<file path="src/rtl/front_panel_pkg.sv">
// Shared constants and helpers for the front-panel switch scanner.
package front_panel_pkg;

    localparam int NUM_ROWS = 3;
    localparam int NUM_COLS = 8;

    // Row indices; encoding 3 is never produced and is treated as row 0.
    typedef enum logic [1:0] {
        ROW_ADDR_LO = 2'd0,
        ROW_ADDR_HI = 2'd1,
        ROW_CTL     = 2'd2
    } row_e;

    // Control switch bit positions on row 2.
    localparam int CTL_STOP         = 0;
    localparam int CTL_RUN          = 1;
    localparam int CTL_SINGLE_STEP  = 2;
    localparam int CTL_EXAMINE      = 3;
    localparam int CTL_EXAMINE_NEXT = 4;
    localparam int CTL_DEPOSIT      = 5;
    localparam int CTL_DEPOSIT_NEXT = 6;
    localparam int CTL_PANEL_RESET  = 7;

    // Row that follows the given one in the scan sequence.
    function automatic row_e next_row(input row_e r);
        case (r)
            ROW_ADDR_LO: next_row = ROW_ADDR_HI;
            ROW_ADDR_HI: next_row = ROW_CTL;
            default:     next_row = ROW_ADDR_LO;
        endcase
    endfunction

    // Active-low one-hot drive pattern for a row.
    function automatic logic [NUM_ROWS-1:0] row_drive(input row_e r);
        case (r)
            ROW_ADDR_HI: row_drive = 3'b101;
            ROW_CTL:     row_drive = 3'b011;
            default:     row_drive = 3'b110;
        endcase
    endfunction

endpackage

</file>
<file path="src/rtl/switch_debounce.sv">
// Single switch debounce cell: a stable level plus a count of consecutive
// differing samples; the level flips once DEBOUNCE_SCANS samples in a row disagree.
module switch_debounce #(
    parameter int DEBOUNCE_SCANS = 4
) (
    input  logic clk,
    input  logic resetn,
    input  logic sample_en_i,
    input  logic sample_i,
    output logic stable_o,
    output logic rise_o
);

    localparam int CW = $clog2(DEBOUNCE_SCANS + 1);
    localparam logic [CW-1:0] CNT_LAST = CW'(DEBOUNCE_SCANS - 1);

    logic          stable_q;
    logic [CW-1:0] cnt_q;
    logic          rise_q;

    // Count disagreeing samples; agreement or an accepted flip clears the count.
    always_ff @(posedge clk or negedge resetn) begin
        if (!resetn) begin
            stable_q <= 1'b0;
            cnt_q    <= '0;
            rise_q   <= 1'b0;
        end else begin
            rise_q <= 1'b0;
            if (sample_en_i) begin
                if (sample_i == stable_q) begin
                    cnt_q <= '0;
                end else if (cnt_q == CNT_LAST) begin
                    stable_q <= sample_i;
                    cnt_q    <= '0;
                    rise_q   <= sample_i;
                end else begin
                    cnt_q <= cnt_q + CW'(1);
                end
            end
        end
    end

    assign stable_o = stable_q;
    assign rise_o   = rise_q;

endmodule

</file>
<file path="src/rtl/front_panel_switch_scanner.sv">
// Front-panel switch matrix scanner: drives rows one at a time, synchronizes
// and debounces the columns, and presents registered levels and press pulses.
module front_panel_switch_scanner
    import front_panel_pkg::*;
#(
    parameter int ROW_CYCLES     = 256,
    parameter int DEBOUNCE_SCANS = 4
) (
    input  logic                         clk,
    input  logic                         resetn,
    output logic [NUM_ROWS-1:0]          row_n,
    input  logic [NUM_COLS-1:0]          col_n,
    output logic [2*NUM_COLS-1:0]        sense_sw,
    output logic [NUM_COLS-1:0]          ctl_level,
    output logic [NUM_COLS-1:0]          ctl_pulse,
    output logic                         frame_done
);

    localparam int NUM_SW = NUM_ROWS * NUM_COLS;
    localparam int CNT_W  = $clog2(ROW_CYCLES);
    localparam logic [CNT_W-1:0] CNT_LAST = CNT_W'(ROW_CYCLES - 1);

    logic [NUM_COLS-1:0] col_meta_q, col_sync_q;
    row_e                row_q, row_d;
    logic [CNT_W-1:0]    cnt_q, cnt_d;
    logic                run_q, run_d;
    logic                sample_en;
    logic [NUM_ROWS-1:0] row_hit;
    logic [NUM_ROWS-1:0] row_sample_en;
    logic [NUM_SW-1:0]   stable;
    logic [NUM_SW-1:0]   rise;
    logic                ctl_sample_q;
    logic [2*NUM_COLS-1:0] sense_q;
    logic [NUM_COLS-1:0] ctl_level_q, ctl_pulse_q;
    logic                frame_done_q;

    // Two-flop synchronizer for the asynchronous column inputs (idle high).
    always_ff @(posedge clk or negedge resetn) begin
        if (!resetn) begin
            col_meta_q <= '1;
            col_sync_q <= '1;
        end else begin
            col_meta_q <= col_n;
            col_sync_q <= col_meta_q;
        end
    end

    // Scan state register: idle flag, current row and in-row cycle count.
    always_ff @(posedge clk or negedge resetn) begin
        if (!resetn) begin
            run_q <= 1'b0;
            row_q <= ROW_ADDR_LO;
            cnt_q <= '0;
        end else begin
            run_q <= run_d;
            row_q <= row_d;
            cnt_q <= cnt_d;
        end
    end

    // Scan next state: leave idle on the first edge, sample and advance on the last count.
    always_comb begin
        run_d     = 1'b1;
        row_d     = row_q;
        cnt_d     = cnt_q;
        sample_en = 1'b0;
        if (run_q) begin
            if (cnt_q == CNT_LAST) begin
                sample_en = 1'b1;
                cnt_d     = '0;
                row_d     = next_row(row_q);
            end else begin
                cnt_d = cnt_q + CNT_W'(1);
            end
        end
    end

    assign row_hit       = ~row_drive(row_q);
    assign row_sample_en = {NUM_ROWS{sample_en}} & row_hit;
    assign row_n         = run_q ? row_drive(row_q) : '1;

    // One debounce cell per switch; cell gi sits on row gi/8, column gi%8.
    generate
        for (genvar gi = 0; gi < NUM_SW; gi++) begin : g_sw
            switch_debounce #(
                .DEBOUNCE_SCANS(DEBOUNCE_SCANS)
            ) u_db (
                .clk        (clk),
                .resetn     (resetn),
                .sample_en_i(row_sample_en[gi / NUM_COLS]),
                .sample_i   (~col_sync_q[gi % NUM_COLS]),
                .stable_o   (stable[gi]),
                .rise_o     (rise[gi])
            );
        end
    endgenerate

    // Output registers: one clock behind the debounce state so that levels,
    // pulses and frame_done for row 2 all appear in the same cycle.
    always_ff @(posedge clk or negedge resetn) begin
        if (!resetn) begin
            sense_q      <= '0;
            ctl_level_q  <= '0;
            ctl_pulse_q  <= '0;
            ctl_sample_q <= 1'b0;
            frame_done_q <= 1'b0;
        end else begin
            sense_q      <= stable[2*NUM_COLS-1:0];
            ctl_level_q  <= stable[NUM_SW-1:2*NUM_COLS];
            ctl_pulse_q  <= rise[NUM_SW-1:2*NUM_COLS];
            ctl_sample_q <= row_sample_en[ROW_CTL];
            frame_done_q <= ctl_sample_q;
        end
    end

    assign sense_sw   = sense_q;
    assign ctl_level  = ctl_level_q;
    assign ctl_pulse  = ctl_pulse_q;
    assign frame_done = frame_done_q;

endmodule

</file>
<file path="config.mk">
export PLATFORM = sky130hd
export DESIGN_NAME = front_panel_switch_scanner
export DESIGN_NICKNAME = d
export VERILOG_FILES = /design/src/rtl/front_panel_pkg.sv /design/src/rtl/switch_debounce.sv /design/src/rtl/front_panel_switch_scanner.sv
export SDC_FILE = /design/constraint.sdc
export NUM_CORES = 1
export LEC_CHECK = 0
export CELL_PAD_IN_SITES_DETAIL_PLACEMENT = 0
export CELL_PAD_IN_SITES_GLOBAL_PLACEMENT = 2
export CORE_MARGIN = 2
export CORE_UTILIZATION = 41
export CTS_CLUSTER_DIAMETER = 50
export DETAILED_ROUTE_END_ITERATION = 6
export HOLD_SLACK_MARGIN = 0.03
export PLACE_DENSITY_LB_ADDON = 0.12
export SKIP_LAST_GASP = 1
export SLEW_MARGIN = 20
export SYNTH_ARGS = -nofsm -noshare
export SYNTH_HDL_FRONTEND = slang
export SYNTH_SLANG_ARGS = --single-unit
export TNS_END_PERCENT = 1
</file>
<file path="constraint.sdc">
create_clock -name clk -period 2.27 [get_ports clk]
set_input_delay 0.454 -clock clk [delete_from_list [all_inputs] [get_ports clk]]
set_output_delay 0.454 -clock clk [all_outputs]
set_load 0.05 [all_outputs]
</file>
==> results of run 1 <==
## worst paths after layout
path,start,slack [ps],to
hold / removal,ctl_sample_q$_DFF_PN0_,350,frame_done$_DFF_PN0_
max in group asynchronous,resetn,1030,col_sync_q[5]$_DFF_PN1_
min in group asynchronous,resetn,560,frame_done$_DFF_PN0_
setup reg to reg,cnt_q[0]$_DFFE_PN0P_,230,g_sw[13].u_db.cnt_q[0]$_DFFE_PN0N_
setup / recovery,row_q[0]$_DFFE_PN0N_,140,row_n[0]
hold reg to reg,ctl_sample_q$_DFF_PN0_,350,frame_done$_DFF_PN0_
## cell type report
class                   count  area (um^2)
fillers                  1456         8220
flip-flops and latches    165         4150
multi-input cells         339         2640
repair buffers             69          702
clock buffers              18          439
well taps                 220          275
clock inverters            14          143
inverters                  21         81.3
## critical path: cells and delay by family (launching register included)
family	cells	cell delay (ps)
flops	1	390
simple gates	1	160
fa+ha+maj	1	310
buf+inv	3	390
## repair_timing
item	CTS	global route
gates resized for setup	1	1
hold endpoints to repair	37	0
hold buffers	1	0
endpoints found under the setup margin	1	1
## registers in the layout, summed over array words and instances (netlist names), 2 cells and up
register	count
sense_sw	16
ctl_pulse	8
row_q	2
g_sw.u_db.stable_o	24
ctl_level	8
g_sw.u_db.rise_o	8
col_sync_q	8
col_meta_q	8
cnt_q	8
g_sw.u_db.cnt_q	72
## logic make-up (layout without fill, tap and decap cells)
kind of cell             count (synthesis)  count (layout)
flip-flops                             165             165
multiplexers                            28              28
XOR/XNOR                                27              27
adder cells (fa/ha/maj)                 29              29
AND/OR/NAND/NOR                        126             126
buffers and inverters                   54             122
other                                    1               1
AO/OA/AOI/OAI                          128             128
## per-layer routing
metal | share of wire [%] | vias to the layer above | global-route usage, %
li1 | - | 2130 | -
met1 | 48 | 2293 | 22.4
met2 | 48 | 58 | 28.2
met3 | 2.8 | 12 | 4.17
met4 | 1.1 | 0 | 5.38
met5 | 0 | - | 0
## power by group
| part | switching, W | internal (W) |
|---|---|---|
| logic | 0.000290 | 0.000153 |
| clock network | 0.00125 | 0.00157 |
| registers | 0.000128 | 0.00302 |
| total | 0.00167 | 0.00475 |
## stage by stage
stage	hold slack [ps]	cell area [um^2]	total power, W
6_report	348	8420	0.00641
5_1_grt	355	8420	0.00669
4_1_cts	352	8420	0.00650
3_5_place_dp	337	7830	0.00366
3_3_place_gp	333	7830	0.00364
2_1_floorplan	158	7010	0.00343
## cell usage in the layout, fill, tap and decap left out, types with 3 or more instances in the layout
cell type        count
o41ai_1             23
inv_1               19
dfrtp_1            149
ha_1                29
xnor2_1             17
nand3_1             24
clkinvlp_4           3
buf_4               20
dfstp_2             16
o21a_1              14
nand3b_1             9
nor4_2               8
inv_6                5
nor3b_1              8
nor2_1              19
mux2_2              19
nor2b_1              6
xor2_1              10
nand2b_1            33
nand2_1              4
o31ai_1             47
clkbuf_16           17
clkinv_4             4
mux2i_1              7
a21boi_0            10
buf_12               6
clkdlybuf4s50_1     41
o21ai_0             27
==> flow_metrics.py, run 1 <==
metrics = {
    "synth": {
        "post-synth-top-count-cell": "dfrtp_1",
        "synth.avg_cell_area_um2": 12.6,
        "yosys_register_bits": 165,
        "seq_total_area_yosys_pct": 59.2,
        "post_synth_fa_ha_maj_area_fraction_pct": 5.18,
        "post_synth_xor_xnor_area_pct": 3.37,
        "synth.largest_area_cell": "dfrtp_1",
        "synth_edf_count": 0,
        "synth_flop_cell": "dfrtp_1",
        "yosys_warnings": 0,
        "synthCells": 558,
        "synth.mux.area_fraction_pct": 4.37,
        "yosys-top-cells-count": "dfrtp_1 (149), o31ai_1 (47), nand2b_1 (33)",
        "yosys-top-cells-area": "dfrtp_1 (53%), dfstp_2 (6.0%), ha_1 (5.2%)",
        "synth.net_count": 597,
        "synth.top_cell.area_share_pct": 53.2,
        "ys_async_sr_fraction_pct": 100,
        "netlist-cell-type-count": 44,
        "synth_top_family_by_area": "compound AO/OA/AOI/OAI gates",
        "post_synthesis_cell_area_mm2": 0.00701,
        "synth-simple-area-share_pct": 11.4,
        "synth_compound_gate_area_share_pct": 13.2,
    },
    "clock_tree": {
        "cts.htree.levels": 4,
        "cts_root_buffer": "clkbuf_16",
        "cts_buffer_depth": 2,
        "clk-insertion-delay-late_ps": 420,
        "cts.sink_count": 165,
        "clock_tree_from_tritoncts": "built",
        "cts.repair_timing.setup_buffer_count": 0,
        "clk_pin_slew_ps": 70,
        "number_of_buffers_created_by_cts": 17,
    },
    "drt": {
        "dr_total_vias": 4493,
        "drt_pre_antenna_iters": 4,
        "routed_via_density": 5.31,
        "routed_wire_length_per_instance_um": 16.8,
        "routed_wire_length_um": 14200,
        "drt_iter0_drc": 143,
        "post-route-drc-count": 0,
        "ant_nets": 0,
    },
    "floorplan": {
        "placement_rows": 47,
        "ioPinCount": 46,
        "core-area_mm2": 0.0166,
        "initial_core_utilization_pct": 42.1,
        "die_x_um": 135,
        "die_h_um": 135,
        "die_area_mm2": 0.0182,
    },
    "finish": {
        "nets": 652,
        "area_growth_pct": 20.2,
        "finalCoreUtilization_pct": 50.6,
        "drive_gt1_share_pct": 17.4,
        "antenna-diode-count": 0,
        "final_cell_count_no_fill": 846,
    },
    "job": {
        "max-cap-violations": 0,
    },
    "worst_setup_path": {
        "timing.critical_path.slowest_stage_cell": "dfrtp_1",
        "cpPeakStageDelay_ps": 390,
        "worstSetupStartpointType": "flip-flop",
        "worst-r2r-cell-count": 6,
        "worst-setup-path-type": "flip-flop to output port",
        "cp_data_required_time_ps": 1820,
        "worstSetupEndpointType": "output port",
        "worstPathArrival_ps": 1680,
        "path_cells": "inv_1 -> ha_1 -> nor2b_2 -> inv_2 -> buf_12",
        "worst-path-max-fanout": 10,
    },
    "timing": {
        "timing_worst_slew_pin_value_ps": 561,
        "clock_skew_ps": 7.13,
        "finalSetupTns_ps": 0,
        "report.final.slew_viol_count": 0,
        "hold_viol": 0,
        "timing.final.crit_period_ps": 2130,
        "fmaxAchievable_mhz": 470,
        "final.period_utilization_pct": 93.8,
        "timing.max_slew.rel_slack_pct": 62.6,
        "setup_viol": 0,
        "rsz0062_at_grt": "no",
        "fin_ws_ps": 141,
    },
    "global_route": {
        "globalRouteOverflowTotal": 0,
        "initial_antenna_violation_count": 0,
        "grt.total_usage_pct": 17.1,
        "global_route_wire_length_before_repair_um": 24100,
        "grt_pass1_vias": 4731,
        "grt_start_max_net_pins": 57,
    },
    "status": {
        "run_status": "finished clean",
    },
    "pwr": {
        "leak_nw": 3.77,
        "worst_vdd_drop_uv": 533,
        "powerDensity_mw_per_mm2": 761,
    },
    "min_path": {
        "hold_path.class": "flip-flop to flip-flop",
        "worst_hold_path.num_cells": 0,
    },
    "placement": {
        "preCtsSetupSlack_ps": 192,
        "dpl.cell_count": 813,
        "place.gp.congestion": 0.696,
        "io_buffers": 45,
        "hpwlAfterDp_um": 9380,
    },
}
Power figures use the tool's default switching activity.
==> inputs of run 2 (changes only) <==
- CORE_UTILIZATION: 41 -> 44
- clock period: 2.27 -> 2.7 ns (I/O delays scaled with it)
==> run 2 against run 1 <==
  * Flip-flop and latch count stayed put
  * Final area barely moved
  * Clock skew is 2.3 ps higher
  * Utilization up 3.0 points
  * First-iteration DRC count up 78%
  * Wire length is 0.68% higher
  * Sequential power fell by 16%
  * Sequential share of layout area is essentially flat
  * Total power down 12%
  * Clock power fell by 6%
  * Combinational power down 17%
  * Count of clock-buffer cells in the layout increased by 7
  * Critical path type unchanged
  * Critical endpoint unchanged
==> flow_metrics.py, run 2 (synthesis results as in run 1) <==
metrics = {
    "status": {
        "run_status": "finished clean",
    },
    "finish": {
        "antenna-diode-count": 0,
        "commonest_non_fill_non_tap_cells_in_the_layout": "dfrtp_1 (149), o31ai_1 (47), clkdlybuf4s50_1 (41)",
        "area_growth_pct": 20.1,
        "nets": 647,
        "register_with_the_highest_flop_count": "g_sw.u_db.cnt_q",
        "final_common_cell": "dfrtp_1",
        "drive_gt1_share_pct": 16.6,
        "largest_reg_flops": 72,
        "finalCoreUtilization_pct": 53.6,
    },
    "timing": {
        "rsz0062_at_grt": "no",
        "report.final.slew_viol_count": 0,
        "timing.max_slew.rel_slack_pct": 53.1,
        "timing.final.crit_period_ps": 2480,
        "clock_skew_ps": 9.39,
        "hold_viol": 0,
        "setup_viol": 0,
        "timing_worst_slew_pin_value_ps": 703,
        "fmaxAchievable_mhz": 404,
        "finalSetupTns_ps": 0,
        "final.period_utilization_pct": 91.7,
    },
    "global_route": {
        "grt_start_max_net_pins": 55,
        "grt.total_usage_pct": 18.4,
        "globalRouteOverflowTotal": 0,
        "grt_pass1_vias": 4638,
        "global_route_wire_length_before_repair_um": 23700,
        "initial_antenna_violation_count": 0,
    },
    "pwr": {
        "worst_vdd_drop_uv": 435,
        "leak_nw": 3.77,
        "powerDensity_mw_per_mm2": 673,
    },
    "floorplan": {
        "placement_rows": 46,
        "die_x_um": 130,
        "core-area_mm2": 0.0157,
        "die_h_um": 130,
        "initial_core_utilization_pct": 44.6,
        "ioPinCount": 46,
        "die_area_mm2": 0.0170,
    },
    "worst_setup_path": {
        "cpPeakStageDelay_ps": 390,
        "worst-setup-path-type": "flip-flop to output port",
        "worst-path-buf-inv": 4,
        "worst-path-max-fanout": 7,
        "cpLargestDelayFamily": "buffers and inverters",
        "path_cells": "inv_1 -> ha_1 -> nor2b_2 -> clkinvlp_4 -> buf_4 -> buf_12",
        "worstSetupEndpointType": "output port",
        "worstSetupStartpointType": "flip-flop",
        "timing.critical_path.slowest_stage_cell": "dfrtp_1",
        "cp_data_required_time_ps": 2160,
        "worstPathArrival_ps": 1940,
    },
    "clock_tree": {
        "clk_pin_slew_ps": 70,
        "cts_root_buffer": "clkbuf_16",
        "cts_buffer_depth": 2,
        "clock_tree_from_tritoncts": "built",
        "number_of_buffers_created_by_cts": 17,
        "cts.sink_count": 165,
        "clk-insertion-delay-late_ps": 420,
        "cts.htree.levels": 4,
    },
    "drt": {
        "drt_iter0_drc": 255,
        "routed_via_density": 5.35,
        "dr_total_vias": 4474,
        "routed_wire_length_um": 14300,
        "routed_wire_length_per_instance_um": 17.0,
        "post-route-drc-count": 0,
        "ant_nets": 0,
        "drt_pre_antenna_iters": 4,
    },
    "min_path": {
        "hold_path.class": "primary input to asynchronous set/reset pin",
    },
    "placement": {
        "io_buffers": 45,
        "place.gp.congestion": 0.768,
        "hpwlAfterDp_um": 9000,
    },
    "job": {
        "max-cap-violations": 0,
    },
}
==> run 2: worst register-to-register path: cells and delay by family, from the launching register on <==
kind / cells / cell delay [ps]
simple gates: 3 / 850
buf+inv: 2 / 520
flops: 1 / 420
fa+ha+maj: 1 / 290
==> run 2: cell type report <==
class | count | area, um^2
clock buffers | 25 | 572
inverters | 21 | 85.1
fillers | 1344 | 7290
repair inverters | 1 | 5.00
flip-flops and latches | 165 | 4150
repair buffers | 63 | 604
well taps | 216 | 270
clock inverters | 7 | 97.6
multi-input cells | 339 | 2640
==> run 2: per-layer routing <==
| layer | part of all wire, % | track usage [%] |
|---|---|---|
| met5 | 0 | 0 |
| met4 | 2.1 | 7.78 |
| met3 | 3.2 | 4.55 |
| met2 | 47 | 28.4 |
| met1 | 48 | 24.8 |
==> run 2: metrics by stage <==
step / hold slack [ps] / std cells / cell area (um^2) / worst slack [ps] / power, W
2_1_floorplan: 244 / 558 / 7010 / 431 / 0.00288
3_3_place_gp: 332 / 801 / 7710 / 555 / 0.00304
3_5_place_dp: 337 / 801 / 7710 / 476 / 0.00306
4_1_cts: 77.0 / 833 / 8380 / 80.0 / 0.00574
5_1_grt: 90.6 / 837 / 8420 / 102 / 0.00590
6_report: 67.0 / 837 / 8420 / 225 / 0.00567
==> run 2: timing repair <==
action	in CTS	in global routing
setup endpoints to repair	0	1
hold buffers	0	0
gates resized for setup	0	2
buffers inserted	0	3
==> run 2: report_power, final <==
part	total (W)	switching [W]	internal [W]
Clock	0.00265	0.000981	0.00167
Combinational	0.000368	0.000250	0.000117
Sequential	0.00265	0.000104	0.00254
Total	0.00567	0.00133	0.00433
==> run 2: path summary, 6_finish.rpt <==
path                                                      end  depth (start not counted)                      startpoint  slack, ps
min in group clk                       ctl_pulse[1]$_DFF_PN0_                          0  g_sw[17].u_db.rise_o$_DFF_PN0_        350
setup reg to reg               g_sw[21].u_db.rise_o$_DFF_PN0_                          6            cnt_q[0]$_DFFE_PN0P_        490
hold / removal             g_sw[20].u_db.cnt_q[0]$_DFFE_PN0P_                          1                          resetn         70
hold reg to reg                        ctl_pulse[1]$_DFF_PN0_                          0  g_sw[17].u_db.rise_o$_DFF_PN0_        350
setup / recovery                                     row_n[0]                          6            row_q[0]$_DFFE_PN0N_        220
max in group asynchronous             col_sync_q[7]$_DFF_PN1_                          2                          resetn       1910
==> inputs of run 3 (changes only) <==
- CORE_UTILIZATION: 44 -> 46
- CTS_BUF_LIST: default -> sky130_fd_sc_hd__clkbuf_4
==> run 3 against run 2 <==
  * Clock skew increased by 14 ps
  * Utilization about the same
  * Flip-flop and latch count is the same
  * Die area down 4.2%
  * First-iteration DRC count down 14%
  * Largest cell class unchanged
==> flow_metrics.py, run 3 (synthesis results as in run 1) <==
metrics = {
    "drt": {
        "dr_total_vias": 4399,
        "routed_wire_length_per_instance_um": 16.9,
        "routed_via_density": 5.41,
        "post-route-drc-count": 0,
        "routed_wire_length_um": 13700,
        "drt_pre_antenna_iters": 4,
        "drt_iter0_drc": 220,
        "ant_nets": 0,
    },
    "floorplan": {
        "initial_core_utilization_pct": 46.6,
        "placement_rows": 45,
        "die_area_mm2": 0.0162,
        "ioPinCount": 46,
        "die_h_um": 127,
        "core-area_mm2": 0.0150,
        "die_x_um": 127,
    },
    "worst_setup_path": {
        "cpPeakStageDelay_ps": 420,
        "crit-reg2reg-capture": "g_sw[14].u_db.stable_o$_DFFE_PN0P_",
        "crit_path_frequent_cell": "inv_1",
        "worst-path-buf-inv": 4,
        "timing.critical_path.slowest_stage_cell": "dfrtp_1",
        "setup_slack_of_the_worst_register_to_register_path_ps": 550,
        "worst-setup-path-type": "flip-flop to output port",
        "critical_path.reg2reg.startpoint": "run_q$_DFF_PN0_",
        "worstSetupStartpointType": "flip-flop",
        "worstPathArrival_ps": 2000,
        "cp_data_required_time_ps": 2160,
        "worst-path-max-fanout": 19,
        "path_cells": "inv_1 -> ha_1 -> nor2b_1 -> inv_1 -> buf_4 -> buf_12",
        "cpLargestDelayFamily": "buffers and inverters",
        "worst-r2r-cell-count": 3,
        "worstSetupEndpointType": "output port",
    },
    "finish": {
        "final_common_cell": "dfrtp_1",
        "commonest_non_fill_non_tap_cells_in_the_layout": "dfrtp_1 (149), o31ai_1 (47), clkdlybuf4s50_1 (41)",
        "register_with_the_highest_flop_count": "g_sw.u_db.cnt_q",
        "area_growth_pct": 14.8,
        "nets": 648,
        "largest_reg_flops": 72,
        "drive_gt1_share_pct": 16.6,
    },
    "timing": {
        "finalSetupTns_ps": 0,
        "timing.final.crit_period_ps": 2540,
        "timing.max_slew.rel_slack_pct": 56.4,
        "clock_skew_ps": 23.4,
        "final.period_utilization_pct": 94.0,
        "setup_viol": 0,
        "fmaxAchievable_mhz": 394,
        "fin_ws_ps": 162,
        "hold_viol": 0,
        "report.final.slew_viol_count": 0,
        "rsz0062_at_grt": "yes",
        "timing_worst_slew_pin_value_ps": 654,
    },
    "pwr": {
        "power_frac_clock_pct": 34.0,
        "combinationalPowerShare_pct": 7.9,
        "power.switching_w": 0.00123,
        "powerDensity_mw_per_mm2": 567,
        "power.share.sequential_pct": 58.1,
        "worst_vdd_drop_uv": 391,
        "power_report.internal_total_w": 0.00333,
        "leak_nw": 3.62,
        "sw_frac_of_total_pct": 27.1,
    },
    "global_route": {
        "global_route_wire_length_before_repair_um": 23200,
        "grt_pass1_vias": 4519,
        "globalRouteOverflowTotal": 0,
        "grt.total_usage_pct": 18.4,
        "grt_start_max_net_pins": 58,
        "initial_antenna_violation_count": 1,
    },
    "clock_tree": {
        "clk-insertion-delay-late_ps": 540,
        "clk_pin_slew_ps": 130,
        "cts.htree.levels": 4,
        "number_of_buffers_created_by_cts": 17,
        "cts_root_buffer": "clkbuf_4",
        "cts.sink_count": 165,
        "cts_buffer_depth": 2,
        "clock_tree_from_tritoncts": "built",
    },
    "placement": {
        "hpwlAfterDp_um": 8940,
        "io_buffers": 45,
        "place.gp.congestion": 0.768,
        "preCtsSetupSlack_ps": 581,
    },
    "min_path": {
        "hold-path-endpoint": "ctl_pulse[4]$_DFF_PN0_",
        "hold_path.class": "flip-flop to flip-flop",
        "worst_hold_path.num_cells": 0,
        "min-delay-start": "g_sw[20].u_db.rise_o$_DFF_PN0_",
    },
    "job": {
        "max-cap-violations": 0,
    },
    "status": {
        "run_status": "finished clean",
    },
}
-- run 3: cell types whose count changed in the layout (fill, tap and decap cells not counted), moves of 2 or more --
| cell | delta |
|---|---|
| inv_6 | +3 |
| clkbuf_1 | -2 |
| clkbuf_16 | -22 |
| clkinvlp_4 | +2 |
| clkbuf_4 | +18 |
| diode_2 | +3 |
-- run 3: layout make-up --
| type | instances | area [um^2] |
|---|---|---|
| fill | 1312 | 6980 |
| sequential | 165 | 4150 |
| multi-input combinational | 339 | 2630 |
| timing repair buffer | 65 | 634 |
| tap | 188 | 235 |
| clock inverter | 14 | 175 |
| clock buffer | 18 | 135 |
| inverter | 21 | 81.3 |
| antenna | 3 | 7.51 |
-- run 3: worst max path at each step --
stage                                    start                                end  slack (ps)  cells after the start
after floorplan           row_q[0]$_DFFE_PN0N_                           row_n[0]         430                      6
after global placement    cnt_q[0]$_DFFE_PN0P_     g_sw[21].u_db.rise_o$_DFF_PN0_         630                      5
after detailed placement       run_q$_DFF_PN0_  g_sw[9].u_db.stable_o$_DFFE_PN0P_         580                      3
after CTS                 row_q[0]$_DFFE_PN0N_                           row_n[0]          70                      6
after global routing           run_q$_DFF_PN0_                           row_n[1]          -7                      3
final                     row_q[1]$_DFFE_PN0N_                           row_n[0]         160                      6
-- run 3: layer usage --
metal | global-route usage, % | wire length (um)
met1 | 24.9 | 6480
met2 | 29.2 | 6550
met3 | 4.77 | 586
met4 | 5.49 | 102
met5 | 0 | 0
-- run 3: through the flow --
step | cell area (um^2) | cells | util, % | hold WS [ps] | power (W)
3_3_place_gp | 7710 | 776 | 51.3 | 332 | 0.00305
2_1_floorplan | 7010 | 558 | - | 244 | 0.00288
4_1_cts | 8040 | 809 | 53.4 | 324 | 0.00464
3_5_place_dp | 7710 | 776 | 51.3 | 335 | 0.00306
6_report | 8050 | 813 | 53.5 | 364 | 0.00456
5_1_grt | 8050 | 813 | 53.5 | 303 | 0.00479
-- run 3: worst register-to-register path: stages, from the launching register on --
cell and delay, ps:
dfrtp_1 630, nand2_1 340, or3_1 740, o31ai_1 340
-- run 3: repair_timing --
item | in CTS | in global routing
hold buffers | 1 | 0
resized for setup | 0 | 0
setup buffers | 0 | 1
setup endpoints to repair | 0 | 2
endpoints found under the hold margin | 52 | 0
-- run 3: power groups by stage --
stage | clock network [W] | registers (W) | logic (W)
floorplan | 0 | 0.00264 | 0.000247
global placement | 0 | 0.00269 | 0.000358
detailed placement | 0 | 0.00270 | 0.000367
CTS | 0.00162 | 0.00265 | 0.000368
global route | 0.00173 | 0.00266 | 0.000401
finish | 0.00155 | 0.00265 | 0.000362
